## config.mk

```make
export PLATFORM = sky130hd
export DESIGN_NAME = instr_loader
export DESIGN_NICKNAME = d
export VERILOG_FILES = /design/src/rtl/instr_loader.sv
export SDC_FILE = /design/constraint.sdc
export NUM_CORES = 1
export LEC_CHECK = 0
export CAP_MARGIN = 20
export CORE_MARGIN = 4
export CORE_UTILIZATION = 35
export DETAILED_ROUTE_END_ITERATION = 10
export PLACE_DENSITY = 0.74
export SETUP_SLACK_MARGIN = 0.5
export SLEW_MARGIN = 10
export SYNTH_ARGS = -nofsm -noshare
export SYNTH_HDL_FRONTEND = slang
export SYNTH_SLANG_ARGS = --single-unit
```

## constraint.sdc

```tcl
create_clock -name clk -period 2.8 [get_ports clk]
set_clock_uncertainty 0.2 [all_clocks]
set_input_delay 0.56 -clock clk [delete_from_list [all_inputs] [get_ports clk]]
set_output_delay 0.56 -clock clk [all_outputs]
set_load 0.01 [all_outputs]
```

## src/rtl/instr_loader.sv

```systemverilog
// Instruction loader: walks program memory from a start address, validates headers
// and streams headers/arguments into a downstream FIFO, always closing with STOP.
module instr_loader #(
    parameter int INSTR_WIDTH = 16,
    parameter int ADDR_WIDTH  = 8
) (
    input  logic                   clk,
    input  logic                   reset,
    input  logic                   start,
    input  logic [ADDR_WIDTH-1:0]  start_addr,
    output logic                   busy,
    output logic                   done,
    output logic                   error,
    output logic                   mem_rd,
    output logic [ADDR_WIDTH-1:0]  mem_addr,
    input  logic [INSTR_WIDTH-1:0] mem_data,
    input  logic                   fifo_full,
    output logic                   fifo_wr,
    output logic [INSTR_WIDTH-1:0] fifo_data,
    output logic [ADDR_WIDTH:0]    word_count
);

    typedef enum logic [2:0] {IDLE, FETCH, WAIT, CHECK, PUSH, TERM, FIN} state_t;

    localparam logic [ADDR_WIDTH-1:0] ADDR_ONE = 1;
    localparam logic [ADDR_WIDTH:0]   CNT_ONE  = 1;

    state_t                 state;
    logic [INSTR_WIDTH-1:0] word;
    logic [1:0]             arg_cnt;
    logic                   stop_pend;

    function automatic logic legal_op(input logic [5:0] op);
        case (op)
            6'h01, 6'h02, 6'h03, 6'h05, 6'h06, 6'h07: legal_op = 1'b1;
            default:                                   legal_op = 1'b0;
        endcase
    endfunction

    // The write strobe is qualified by the live fifo_full so a write never lands on a full FIFO.
    assign fifo_wr   = ((state == PUSH) || (state == TERM)) && !fifo_full;
    assign fifo_data = (state == PUSH) ? word : '0;

    always_ff @(posedge clk or negedge reset) begin
        if (!reset) begin
            state      <= IDLE;
            busy       <= 1'b0;
            done       <= 1'b0;
            error      <= 1'b0;
            mem_rd     <= 1'b0;
            mem_addr   <= '0;
            word_count <= '0;
            word       <= '0;
            arg_cnt    <= 2'd0;
            stop_pend  <= 1'b0;
        end else begin
            case (state)
                IDLE: begin
                    done <= 1'b0;
                    if (start) begin
                        mem_addr   <= start_addr;
                        word_count <= '0;
                        error      <= 1'b0;
                        arg_cnt    <= 2'd0;
                        stop_pend  <= 1'b0;
                        busy       <= 1'b1;
                        mem_rd     <= 1'b1;
                        state      <= FETCH;
                    end
                end
                FETCH: begin
                    mem_rd <= 1'b0;
                    state  <= WAIT;
                end
                WAIT: begin
                    word  <= mem_data;
                    state <= CHECK;
                end
                CHECK: begin
                    if (arg_cnt != 2'd0) begin
                        // Argument words are passed through without inspection.
                        arg_cnt   <= arg_cnt - 2'd1;
                        stop_pend <= 1'b0;
                        state     <= PUSH;
                    end else begin
                        arg_cnt <= word[1:0];
                        if (word == '0) begin
                            stop_pend <= 1'b1;
                            state     <= PUSH;
                        end else if (legal_op(word[7:2])) begin
                            stop_pend <= 1'b0;
                            state     <= PUSH;
                        end else begin
                            error <= 1'b1;
                            state <= TERM;
                        end
                    end
                end
                PUSH: begin
                    if (!fifo_full) begin
                        word_count <= word_count + CNT_ONE;
                        if (stop_pend) begin
                            done  <= 1'b1;
                            state <= FIN;
                        end else if (mem_addr == '1) begin
                            // Running off the top of memory without a STOP is a fault.
                            error <= 1'b1;
                            state <= TERM;
                        end else begin
                            mem_addr <= mem_addr + ADDR_ONE;
                            mem_rd   <= 1'b1;
                            state    <= FETCH;
                        end
                    end
                end
                TERM: begin
                    if (!fifo_full) begin
                        word_count <= word_count + CNT_ONE;
                        done       <= 1'b1;
                        state      <= FIN;
                    end
                end
                FIN: begin
                    done  <= 1'b0;
                    busy  <= 1'b0;
                    state <= IDLE;
                end
                default: begin
                    busy   <= 1'b0;
                    mem_rd <= 1'b0;
                    done   <= 1'b0;
                    state  <= IDLE;
                end
            endcase
        end
    end

endmodule

```

==> impl_metrics.yaml <==
route:
  ant_nets: 0
  drt_iter0_markers: 116
  vias_per_cell: 5.28
  wl_per_cell_um: 15.3
  vias: 2086
  drt-total-wl_um: 6050
  firstDrtPassIters: 4
  drc: 0
clock_tree:
  cts_buffer_depth: 2
  clkTransAtPathRegs_ns: 0.08
  cts_tree: "done"
  ctsHtreeMaxLevel: 2
  cts_made_buffers: 5
  clk_latency_ns: 0.29
  cts-root-buf: "clkbuf_8"
  cts_sinks: 43
logic_synthesis:
  syn_area_mm2: 0.00232
  synthTopCellsByArea: "dfrtp_1 46%, mux2_2 8.7%, and2_1 4.6%, nand2_1 3.4%, a21oi_1 3.2%"
  syn_inst: 232
  synth_fp_nets: 262
  syn_avg_cell_area_um2: 10.0
  ys.flop_type: "dfrtp_1"
  yosysSeqAreaShare_pct: 46.3
  synth_top_cell_by_area: "dfrtp_1"
  yosysUniqueCellTypes: 43
  yosysTopAreaCellShare_pct: 46.3
  yosysWarnings: 0
  synth_edf_count: 0
  async_flop_share_pct: 100
  synth-seq-cells: 43
die:
  num_io_pins: 66
  die_area_mm2: 0.00801
  die_w_um: 89.5
  start_util_pct: 36.4
  die_h_um: 89.5
  coreArea_mm2: 0.00639
  num_rows: 29
global_routing:
  grt_max_degree: 31
  gr-total-overflow: 0
  grtUsageTotal_pct: 15.8
  grt_pass1_vias: 2155
  antenna_found_initial: 0
  grt_pass1_wl_um: 9960
pwr:
  p_leak_uw: 0.00141
  power_density_mw_per_mm2: 952
  ir_drop_mv: 0.496
cells_and_area:
  final_common_cell: "clkdlybuf4s50_1"
  syn2layout_area_growth_pct: 46.5
  nNetsFinal: 347
  design_area_mm2: 0.00340
  nFillCells: 589
  diodes: 0
  drive_above_1_share_pct: 29.6
  layout_common_cells: "47 x clkdlybuf4s50_1, 43 x dfrtp_1, 24 x buf_6, 21 x nand2_1, 18 x mux2_2"
sta:
  tns_ns: 0
  rsz0062_at_grt: "yes"
  timing.final.crit_share_pct: 85.9
  drv_slew: 0
  hold_viol: 0
  max_slew_margin_pct: 73.2
  fmax_ghz: 0.416
  period_needed_ns: 2.41
  setup_viol: 0
  worst_pin_slew_ns: 0.399
critical_path:
  cp_top_family: "buffers and inverters"
  start_kind: "register"
  crit_slowest_cell: "dfrtp_1"
  worst_setup_path_end_kind: "output pin"
  path_max_fanout: 3
  arrival_ns: 1.65
  cpPeakStageDelay_ns: 0.43
  cp_cell_sequence: "nor3b_4 > buf_2 > buf_6 > buf_6 > and2_4 > buf_6"
  path_class: "reg2out"
  cp.required_ns: 2.04
  cp_common_cell: "buf_6"
  path_buf_inv: 4
place:
  placed_cell_area_mm2: 0.00309
  numPortBuffers: 65
  place_congestion: 0.849
  hpwlAfterDp_um: 4180
status:
  status: "complete, no violations"
worst_hold_path:
  hp-class: "reg2reg"
run:
  max_cap_viol_count: 0
[stage by stage]
stage	hold WS, ns	total power [uW]	util (%)	cells	setup slack [ns]
5_1_grt	0.308	3480	53.3	395	0.331
2_1_floorplan	0.0644	2010	-	232	0.753
4_1_cts	0.291	3180	51.0	394	0.418
6_report	0.282	3240	53.3	395	0.394
3_5_place_dp	0.272	2600	48.4	373	0.249
3_3_place_gp	0.265	2560	48.4	373	0.293
[power by group]
group / leakage, uW / switching (uW) / internal, uW
logic: 0.000825 / 718 / 883
registers: 0.000524 / 252 / 883
clock network: 0.0000612 / 214 / 289
total: 0.00141 / 1180 / 2060
[worst register-to-register path, stage by stage, from the launching register on]
cell	delay, ns
dfrtp_1	0.43
nor3b_4	0.31
buf_4	0.17
buf_6	0.09
buf_6	0.09
buf_4	0.09
buf_4	0.12
mux2_2	0.33
a31oi_1	0.16
a31oi_1	0.05
[synthesized netlist by cell type (2+ instances only)]
cell type	number
nand2_1	21
o21bai_1	2
or3b_2	2
nor2_1	18
nand2b_1	3
inv_1	4
nand3_1	7
a31oi_1	7
o22ai_1	4
buf_6	2
a21oi_1	15
nor3_1	4
mux2_2	18
nor4_1	3
buf_2	3
a211oi_1	4
or2_2	2
xnor2_1	6
clkbuf_1	7
o221ai_1	2
and4_1	2
and2_1	17
a221oi_1	2
a2111oi_4	2
ha_1	2
dfrtp_1	43
nand4_1	2
a21o_1	2
a2bb2oi_1	3
nor3b_1	3
o21ai_0	8
[final cells by class]
cell class | count | area, um^2 | area share, %
Multi-Input combinational cell | 173 | 1220 | 36.0
Sequential cell | 43 | 1080 | 31.6
Timing Repair Buffer | 90 | 873 | 25.7
Tap cell | 77 | 96.3 | 2.83
Clock buffer | 6 | 82.6 | 2.43
Clock inverter | 2 | 35.0 | 1.03
Inverter | 4 | 15.0 | 0.441
[cells by family after synthesis]
kind of cell,Yosys count,synth area share (%)
and+or+nand+nor,89,20.4
buffers and inverters,16,3.39
muxes,18,8.72
adders and majority gates,2,1.08
AOI/OAI and AO/OA,58,17.9
DFF,43,46.3
xor gates and xnor gates,6,2.26
[layer usage]
layer	up-vias	track usage, %	part of all wire [%]
li1	1010	-	-
met1	1012	20.2	44
met2	59	26.6	48
met3	5	4.06	6.8
met4	0	4.33	0.65
met5	-	0	0
[timing repair]
action,CTS,global route
endpoints found under the setup margin,17,20
cloned,1,0
setup buffers,11,1
pin swaps,1,3
hold endpoints to repair,13,0
hold buffers,1,0
gates resized for setup,74,36
[sequential cells by signal, indices dropped and copies added (netlist names)]
signal	cells
word	16
word_count	9
mem_addr	8
state	3
arg_cnt	2
busy	1
done	1
error	1
mem_rd	1
stop_pend	1
[path summary, 6_finish.rpt]
kind	end	slack, ns	startpoint	cells past startpoint
worst max-delay path	fifo_data[8]	0.39	state[1]	6
max in group asynchronous	word[15]	1.21	reset	3
worst min-delay path	busy	0.28	busy	1
worst min register to register	busy	0.28	busy	1
min in group asynchronous	mem_addr[7]	0.49	reset	2
worst max register to register	mem_addr[2]	0.65	state[1]	9
Power figures use the tool's default switching activity.
